===== config.mk =====
export PLATFORM = sky130hd
export DESIGN_NAME = alu_pipe
export DESIGN_NICKNAME = d
export VERILOG_FILES = /design/src/rtl/alu_pipe.sv
export SDC_FILE = /design/constraint.sdc
export NUM_CORES = 1
export LEC_CHECK = 0
export ABC_AREA = 0
export CORE_ASPECT_RATIO = 0.6
export CORE_UTILIZATION = 53
export DETAILED_ROUTE_END_ITERATION = 8
export PLACE_DENSITY_LB_ADDON = 0.12
export SYNTH_ARGS = -nofsm -noshare
export SYNTH_HDL_FRONTEND = slang
export SYNTH_SLANG_ARGS = --single-unit

===== constraint.sdc =====
create_clock -name i_clk -period 1.9 [get_ports i_clk]
set_input_delay 0.38 -clock i_clk [delete_from_list [all_inputs] [get_ports i_clk]]
set_output_delay 0.38 -clock i_clk [all_outputs]
set_load 0.02 [all_outputs]

===== src/rtl/alu_pipe.sv =====
// rtl/alu_pipe.sv - registered valid/ready ALU with a serial shifter and status flags
// Define ALU_SAT_EN to make ADD/SUB saturate on overflow; left undefined, they wrap.
module alu_pipe #(
  parameter int NB_OP   = 6,
  parameter int NB_DATA = 8,
  parameter int NB_CNT  = $clog2(NB_DATA + 1)
) (
  input  logic               i_clk,
  input  logic               i_rst_n,
  input  logic               i_valid,
  output logic               o_ready,
  input  logic [NB_OP-1:0]   i_operation,
  input  logic [NB_DATA-1:0] i_Adata,
  input  logic [NB_DATA-1:0] i_Bdata,
  output logic               o_valid,
  input  logic               i_ready,
  output logic [NB_DATA-1:0] o_result,
  output logic               o_zero,
  output logic               o_ovf,
  output logic               o_err
);

  localparam logic [NB_OP-1:0] OP_ADD = NB_OP'(6'b100000);
  localparam logic [NB_OP-1:0] OP_SUB = NB_OP'(6'b100010);
  localparam logic [NB_OP-1:0] OP_AND = NB_OP'(6'b100100);
  localparam logic [NB_OP-1:0] OP_OR  = NB_OP'(6'b100101);
  localparam logic [NB_OP-1:0] OP_XOR = NB_OP'(6'b100110);
  localparam logic [NB_OP-1:0] OP_NOR = NB_OP'(6'b100111);
  localparam logic [NB_OP-1:0] OP_SRL = NB_OP'(6'b000010);
  localparam logic [NB_OP-1:0] OP_SRA = NB_OP'(6'b000011);

  typedef enum logic [1:0] {S_IDLE, S_SHIFT, S_DONE} state_t;

  state_t              state_q, state_d;
  logic [NB_DATA-1:0]  data_q, data_d;
  logic [NB_CNT-1:0]   cnt_q, cnt_d;
  logic                sra_q, sra_d;
  logic                zero_q, zero_d;
  logic                ovf_q, ovf_d;
  logic                err_q, err_d;

  logic [NB_DATA:0]    sum_ext;
  logic [NB_DATA-1:0]  alu_res;
  logic                alu_ovf;
  logic                alu_err;
  logic                is_shift;
  logic [NB_CNT-1:0]   shamt;
  logic [NB_DATA-1:0]  shifted;
  logic                accept;

  assign o_ready  = (state_q == S_IDLE) || ((state_q == S_DONE) && i_ready);
  assign o_valid  = (state_q == S_DONE);
  assign accept   = i_valid && o_ready;
  assign o_result = data_q;
  assign o_zero   = zero_q;
  assign o_ovf    = ovf_q;
  assign o_err    = err_q;

  // One shifter step: the fill bit is the sign only for SRA.
  assign shifted = {sra_q & data_q[NB_DATA-1], data_q[NB_DATA-1:1]};

  always_comb begin
    alu_res  = '0;
    alu_ovf  = 1'b0;
    alu_err  = 1'b0;
    is_shift = 1'b0;
    sum_ext  = '0;
    if (i_Bdata >= NB_DATA'(NB_DATA)) shamt = NB_CNT'(NB_DATA);
    else                              shamt = i_Bdata[NB_CNT-1:0];
    case (i_operation)
      OP_ADD, OP_SUB: begin
        if (i_operation == OP_SUB)
          sum_ext = {i_Adata[NB_DATA-1], i_Adata} - {i_Bdata[NB_DATA-1], i_Bdata};
        else
          sum_ext = {i_Adata[NB_DATA-1], i_Adata} + {i_Bdata[NB_DATA-1], i_Bdata};
        alu_ovf = sum_ext[NB_DATA] ^ sum_ext[NB_DATA-1];
        alu_res = sum_ext[NB_DATA-1:0];
`ifdef ALU_SAT_EN
        // The extra top bit is the true sign, so it picks which rail to clamp to.
        if (alu_ovf)
          alu_res = sum_ext[NB_DATA] ? {1'b1, {(NB_DATA-1){1'b0}}}
                                     : {1'b0, {(NB_DATA-1){1'b1}}};
`endif
      end
      OP_AND: alu_res = i_Adata & i_Bdata;
      OP_OR:  alu_res = i_Adata | i_Bdata;
      OP_XOR: alu_res = i_Adata ^ i_Bdata;
      OP_NOR: alu_res = ~(i_Adata | i_Bdata);
      OP_SRL, OP_SRA: begin
        is_shift = 1'b1;
        alu_res  = i_Adata;
      end
      default: alu_err = 1'b1;
    endcase
  end

  always_comb begin
    state_d = state_q;
    data_d  = data_q;
    cnt_d   = cnt_q;
    sra_d   = sra_q;
    zero_d  = zero_q;
    ovf_d   = ovf_q;
    err_d   = err_q;
    case (state_q)
      S_IDLE, S_DONE: begin
        if (accept) begin
          if (is_shift && (shamt != '0)) begin
            data_d  = i_Adata;
            cnt_d   = shamt;
            sra_d   = (i_operation == OP_SRA);
            state_d = S_SHIFT;
          end else begin
            data_d  = alu_res;
            zero_d  = (alu_res == '0);
            ovf_d   = alu_ovf;
            err_d   = alu_err;
            state_d = S_DONE;
          end
        end else if (state_q == S_DONE && i_ready) begin
          state_d = S_IDLE;
        end
      end
      S_SHIFT: begin
        data_d = shifted;
        cnt_d  = cnt_q - NB_CNT'(1);
        if (cnt_q == NB_CNT'(1)) begin
          zero_d  = (shifted == '0);
          ovf_d   = 1'b0;
          err_d   = 1'b0;
          state_d = S_DONE;
        end
      end
      default: state_d = S_IDLE;
    endcase
  end

  always_ff @(posedge i_clk or negedge i_rst_n) begin
    if (!i_rst_n) begin
      state_q <= S_IDLE;
      data_q  <= '0;
      cnt_q   <= '0;
      sra_q   <= 1'b0;
      zero_q  <= 1'b0;
      ovf_q   <= 1'b0;
      err_q   <= 1'b0;
    end else begin
      state_q <= state_d;
      data_q  <= data_d;
      cnt_q   <= cnt_d;
      sra_q   <= sra_d;
      zero_q  <= zero_d;
      ovf_q   <= ovf_d;
      err_q   <= err_d;
    end
  end

endmodule

==> results of run 1 <==
==> cells by family after synthesis <==
family                     synth area share, %
DFF                                       21.7
xor gates and xnor gates                  9.28
and+or+nand+nor                           19.0
buffers and inverters                     6.51
AOI/OAI and AO/OA                         23.3
adders and majority gates                 17.2
muxes                                     2.95
==> cells in the mapped netlist (2+ instances only) <==
master / number / area [sq um]
a21oi_1: 8 / 40.0
buf_2: 3 / 15.0
and2_1: 3 / 18.8
buf_6: 2 / 22.5
o21ai_0: 17 / 85.1
clkbuf_1: 3 / 11.3
a22oi_1: 11 / 82.6
xor2_1: 3 / 26.3
a22o_1: 2 / 17.5
nand3_1: 5 / 25.0
nor2b_1: 7 / 43.8
nand2b_1: 3 / 18.8
a222oi_1: 2 / 20.0
o211ai_1: 2 / 15.0
nor3b_1: 3 / 22.5
xnor2_1: 19 / 166
a221oi_1: 3 / 26.3
a31oi_1: 3 / 18.8
dfrtp_1: 18 / 450
o21a_1: 3 / 22.5
a311oi_1: 2 / 17.5
mux2i_1: 5 / 50.1
nor2_1: 16 / 60.1
nor3_1: 4 / 20.0
nor4_1: 2 / 12.5
inv_1: 21 / 78.8
ha_1: 27 / 338
nand4_1: 2 / 12.5
o31ai_1: 3 / 22.5
nand2_1: 12 / 45.0
and3_1: 2 / 12.5
o31a_1: 2 / 17.5
==> stage by stage <==
| step | area [sq um] | setup TNS, ns | setup WS (ns) | hold slack [ns] |
|---|---|---|---|---|
| 2_1_floorplan | 2130 | -5.58 | -1.03 | 0.0844 |
| 3_3_place_gp | 3090 | -15.31 | -1.50 | 0.466 |
| 3_5_place_dp | 3090 | -17.09 | -1.73 | 0.487 |
| 4_1_cts | 3380 | -5.36 | -1.00 | 0.464 |
==> timing repair <==
item	in CTS
buffers inserted	16
setup endpoints to repair	19
gates resized for setup	86
pin swaps	25
==> out/qor.yml, run 1 <==
status: "aborted with a tool error"
failing_step: "global routing"
error_line: "[ERROR DPL-0038] Utilization greater than 100%, impossible to legalize"
h-tree-depth: 1
clockRootBuffer: "clkbuf_8"
syn-cell-area_sq_um: 2080
placedCellCount: 398
worstEndpointType: "sequential cell input"
clockBufferDepth: 2
cts_made_buffers: 3
dp_hpwl_um: 5330
cts_sinks: 18
grt_max_degree: 19
cts_hold_buf: 0
ios: 39
synth_cell_types: 58
async_reset_ff_share_pct: 100
ys_seq_elements: 18
synth_top_flop_cell: "dfrtp_1"
synth.net_count: 298
worst_endpoint: "o_zero$_DFFE_PN0P_/D"
syn_inst: 244
portBuffers: 38
die_w_um: 82.8
start_util_pct: 56.1
avgSynthCellArea_sq_um: 8.51
fp-row-count: 17
synth_edf_count: 0
ys_warn_count: 0
gp_congestion: 0.905
synth-seq-area-share_pct: 21.7
die_h_um: 50.5
==> run 2: changes to the inputs <==
CORE_ASPECT_RATIO = not set   (was 0.6)
CORE_UTILIZATION = 40   (was 53)
PLACE_DENSITY_LB_ADDON = 0.15   (was 0.12)
==> run 2 against run 1 <==
Effect of this change: the flow now finishes, with violations (setup timing); synthesized cell count unchanged; synthesized area is the same.
==> out/qor.yml, run 2 <==
wl_per_cell_um: 14.8
cts_sinks: 18
finish.utilization_pct: 70.7
async_reset_ff_share_pct: 100
synth_edf_count: 0
cts_tree: "done"
r2r_slack_ns: 0.09
fp-row-count: 25
r2r-start: "cnt_q[1]"
ys_seq_elements: 18
ir_drop_mv: 0.319
vias: 2312
r2r_cells: 6
maxCapViolCount: 0
grt_use_met3_pct: 1.36
setup_viol: 9
synth-seq-area-share_pct: 21.7
synth_largest_type_area_fraction_pct: 21.7
grt_use_met2_pct: 44.9
die_h_um: 74.0
multiInputGateArea_sq_um: 1710
synthXorXnorAreaFrac_pct: 9.28
synth_most_common_cell: "ha_1"
ant_nets: 0
largest_register_ffs: 8
dieArea_sq_um: 5480
layout_common_cells: "buf_4, ha_1, clkdlybuf4s50_1"
final_cells: 431
critPathKind: "in2reg"
skew_ns: 0.00365
grt_pass1_wl_um: 10500
dr.pass1.iters: 4
synthTopCellsByCount: "ha_1, inv_1, xnor2_1, dfrtp_1, o21ai_0"
setup_tns_ns: -5.52
slew_headroom_pct: 52.7
power_density_nw_per_um2: 491
timing.final.ws_setup_ns: -0.957
clockBufferDepth: 2
drive_above_1_share_pct: 38.5
hold_violations: 0
ios: 39
fin_nets: 420
critPathArrivalTime_ns: 3.04
placedCellCount: 414
max_freq_mhz: 350
required_ns: 2.09
drc_errors: 0
grtUsageTotal_pct: 25.5
h-tree-depth: 1
slew_violations: 0
grt_max_degree: 19
cts.reportedPaths.clkPinSlew_ns: 0.06
regArea_sq_um: 450
clkLatencyLatePin_ns: 0.26
finalCritPeriodShare_pct: 150
synth-compound-area-share_pct: 23.3
synth-simple-area-share_pct: 19.0
start_util_pct: 42.8
grt-ovfl-total: 0
synth_mux_area_share_pct: 2.95
antenna_found_initial: 0
nFillCells: 390
synth_top_cell_by_area: "dfrtp_1"
die_w_um: 74.0
clockRootBuffer: "clkbuf_8"
grt-busiest-layer: "met2"
synth_cell_types: 58
synthAdderAreaFrac_pct: 17.2
rsz0062_at_grt: "true"
violations: "setup timing"
area_growth_syn_to_layout_pct: 65.2
avgSynthCellArea_sq_um: 8.51
dp_hpwl_um: 5010
holdCritPathClass: "in2async"
drt_wl_total_um: 6400
synth.area.top_cells: "dfrtp_1, ha_1, xnor2_1, o21ai_0, a22oi_1"
critPathCaptureType: "register"
gp_congestion: 0.884
ys_warn_count: 0
status: "finished with violations"
cts_hold_buf: 0
grt_pass1_vias: 2250
cts_made_buffers: 3
layout_commonest_cell: "buf_4"
antenna_cells: 0
synth_top_family_by_area: "compound AO/OA/AOI/OAI gates"
portBuffers: 38
syn_inst: 244
first_iter_violations: 107
leakagePower_nw: 1.60
syn-cell-area_sq_um: 2080
core-area_sq_um: 4850
worst_pin_slew_ns: 0.708
period_minus_slack_ns: 2.86
startpoint_type: "primary input"
grtUsageMet1_pct: 32.0
crit_fanout: 4
synth_top_flop_cell: "dfrtp_1"
synth.net_count: 298
r2r-end: "o_zero"
avgViaCountPerCell: 5.36
p_total_mw: 1.68
run 2: cell counts after synthesis:
Identical to the previous run, type by type.
run 2: final cells by class:
type,instances,area share [%]
well taps,67,2.44
multi-input cells,196,49.9
clock buffers,3,1.20
inverters,21,2.30
repair buffers,126,31.0
flip-flops and latches,18,13.1
run 2: what timing repair did:
item                       in CTS  in global routing
pin swaps                      30                 21
resized for setup              82                 21
setup endpoints to repair      19                 15
setup buffers                  14                  2
run 2: cells by family after synthesis:
logic type                 count (synthesis)
DFF                                       18
adders and majority gates                 28
muxes                                      6
buffers and inverters                     30
AOI/OAI and AO/OA                         70
and+or+nand+nor                           70
xor gates and xnor gates                  22
run 2: report_power, final:
group	total, mW	switching [mW]	internal [mW]
Combinational	0.899	0.417	0.481
Clock	0.265	0.124	0.141
Sequential	0.519	0.0634	0.455
Total	1.68	0.605	1.08
run 2: how the worst max path moves through the flow:
stage / to / slack, ns / from
after floorplan: o_zero / -1.03 / i_operation[4]
after global placement: o_zero / -1.57 / i_operation[4]
after detailed placement: o_zero / -1.69 / i_operation[4]
after CTS: o_zero / -0.98 / i_operation[0]
after global routing: o_zero / -1.07 / i_operation[4]
final: o_zero / -0.96 / i_operation[4]
run 2: routing by layer:
layer  part of all wire [%]  routed length, um  vias up
li1                       -                  -     1134
met3                    4.1                265       20
met5                      0                  0        -
met2                     49               3120       80
met1                     43               2780     1078
met4                    3.7                235        0
run 2: worst max-delay path, stage by stage:
cell      delay, ns
buf_8          0.10
nor3b_4        0.20
and3_4         0.24
buf_4          0.13
nor2_2         0.04
xnor2_1        0.12
ha_1           0.33
buf_4          0.16
xnor2_1        0.11
a222oi_1       0.41
nand3_1        0.15
or4b_1         0.53
o21ai_1        0.14
run 2: per-stage QoR:
step | hold slack, ns | setup WS (ns) | area (sq um)
finish | 0.447 | -0.957 | 3430
global route | 0.488 | -1.07 | 3430
CTS | 0.455 | -0.975 | 3350
detailed placement | 0.485 | -1.69 | 3080
global placement | 0.475 | -1.57 | 3080
floorplan | 0.0844 | -1.03 | 2130
No activity file was read; power rests on OpenSTA's default activity.
==> run 3: changes to the inputs <==
--- a/config.mk
+++ b/config.mk
@@ -8,2 +8,3 @@
 export ABC_AREA = 0
+export CORE_MARGIN = 10
 export CORE_UTILIZATION = 40
==> constraint.sdc (replaced) <==
create_clock -name i_clk -period 1.9 [get_ports i_clk]
set_input_delay 0.19 -clock i_clk [delete_from_list [all_inputs] [get_ports i_clk]]
set_output_delay 0.19 -clock i_clk [all_outputs]
set_load 0.02 [all_outputs]
==> run 3 against run 2 <==
Effect of this change: the run still ends with setup timing left; global-route usage is 11 points lower; die area is 55% higher; non-clock buffer count is 4 higher; hold slack worse by 0.19 ns; cell count is 1.9% higher; clock power is 17% higher; sequential share of layout area is 0.13 points lower; critical path depth is 2 lower; utilization is 2.5 points lower; sequential cell count stayed put; register-to-register slack better by 0.04 ns; highest routed layer unchanged.
==> out/qor.yml, run 3 (same netlist as run 2, synthesis figures left out) <==
status: "finished with violations"
violations: "setup timing"
p_comb_share_pct: 51.6
r2r_cells: 6
p_sw_uw: 592
grt_pass1_vias: 2376
critPathKind: "in2reg"
setup_viol: 9
dr.pass1.iters: 4
grtUsageTotal_pct: 14.8
antenna_cells: 0
startpoint: "i_operation[0]"
preCtsSetupSlack_ns: -1.38
p_clk_share_pct: 18.2
hold_violations: 0
clockBufferDepth: 2
ant_nets: 0
p_total_mw: 1.71
clkLatencyLatePin_ns: 0.25
drive_above_1_share_pct: 40.1
cts_hold_buf: 0
dp_hpwl_um: 5080
maxCapViolCount: 0
ir_drop_mv: 0.263
switching_share_pct: 34.6
die_h_um: 92.0
die_w_um: 92.0
antenna_found_initial: 0
layout_commonest_cell: "buf_4"
fin_nets: 424
clockRootBuffer: "clkbuf_8"
slew_headroom_pct: 40.9
slew_violations: 0
critPathArrivalTime_ns: 2.79
crit_fanout: 3
h-tree-depth: 1
gp_congestion: 0.943
holdCritPathClass: "in2async"
r2r_slack_ns: 0.13
avgViaCountPerCell: 5.20
startpoint_type: "primary input"
power_frac_seq_pct: 30.2
drc_errors: 0
drt_wl_total_um: 6440
finalCritPeriodShare_pct: 137
worst_pin_slew_ns: 0.885
power_density_nw_per_um2: 493
skew_ns: 0.00405
layout_common_cells: "buf_4, clkdlybuf4s50_1, ha_1"
largest_register_ffs: 8
critPathCaptureType: "register"
intPower_mw: 1.12
portBuffers: 38
holdWs_ns: 0.260
start_util_pct: 40.9
max_freq_mhz: 383
grt_max_degree: 19
first_iter_violations: 73
grt-ovfl-total: 0
core-area_sq_um: 5070
cts_made_buffers: 3
rsz0062_at_grt: "true"
area_growth_syn_to_layout_pct: 66.9
cts_sinks: 18
vias: 2281
dieArea_sq_um: 8470
r2r-end: "o_zero"
cts.reportedPaths.clkPinSlew_ns: 0.07
grt_pass1_wl_um: 10600
period_minus_slack_ns: 2.61
ios: 39
final_area_sq_um: 3460
required_ns: 2.08
fp-row-count: 26
r2r-start: "cnt_q[1]"
leakagePower_nw: 1.61
wl_per_cell_um: 14.7
postPlaceCellArea_sq_um: 3110
timing.final.ws_setup_ns: -0.711
cts_tree: "done"
==> run 3: cell count changes in the layout (fill, tap and decap cells not counted), sizes merged <==
cell,delta
clkdlybuf4s50,+3
clkdlybuf4s15,-1
buf,+2
clkbuf,+1
dlymetal6s2s,-2
dlygate4sd2,+2
==> run 3: what timing repair did <==
action | in CTS | in global routing
buffers inserted | 15 | 4
gates resized for setup | 63 | 26
cloned | 0 | 0
pin swaps | 20 | 31
setup endpoints to repair | 17 | 14
==> run 3: final cells by class <==
cell class / instances / area (sq um)
sequential: 18 / 450
multi-input combinational: 196 / 1710
inverter: 21 / 78.8
timing repair buffer: 130 / 1080
tap: 70 / 87.6
fill: 438 / 1610
clock buffer: 4 / 55.1
==> run 3: per-stage QoR <==
| step | util, % | setup TNS [ns] | std cells |
|---|---|---|---|
| after detailed placement | 61.2 | -12.48 | 420 |
| after global routing | 68.3 | -4.16 | 439 |
| after CTS | 65.9 | -3.80 | 437 |
| final | 68.3 | -3.31 | 439 |
| after global placement | 61.2 | -11.97 | 420 |
| after floorplan | - | -3.87 | 244 |
==> run 3: power by group through the flow <==
stage | combinational, mW | sequential [mW] | clock [mW]
floorplan | 0.407 | 0.538 | 0
global placement | 0.762 | 0.519 | 0
detailed placement | 0.776 | 0.522 | 0
CTS | 0.835 | 0.514 | 0.312
global route | 0.979 | 0.524 | 0.336
finish | 0.881 | 0.515 | 0.311
==> run 3: worst max-delay path, stage by stage <==
cell and delay [ns]:
buf_6 0.10, nor3b_4 0.19, and3_4 0.22, mux2_4 0.31, buf_6 0.12, fa_2 0.37, xnor2_1 0.15, a222oi_1 0.42
nand3_1 0.12, or4b_1 0.48, o21ai_1 0.12
==> run 3: how the worst max path moves through the flow <==
stage	cells after the start	to
2_1_floorplan	13	o_zero
3_3_place_gp	13	o_zero
3_5_place_dp	13	o_zero
4_1_cts	13	o_zero
5_1_grt	11	o_zero
6_report	11	o_zero
==> run 3: metal layers <==
metal | GRT usage, % | wire length (um)
met4 | 5.53 | 78
met5 | 0 | 0
met3 | 2.20 | 279
met2 | 26.4 | 3220
met1 | 17.5 | 2870
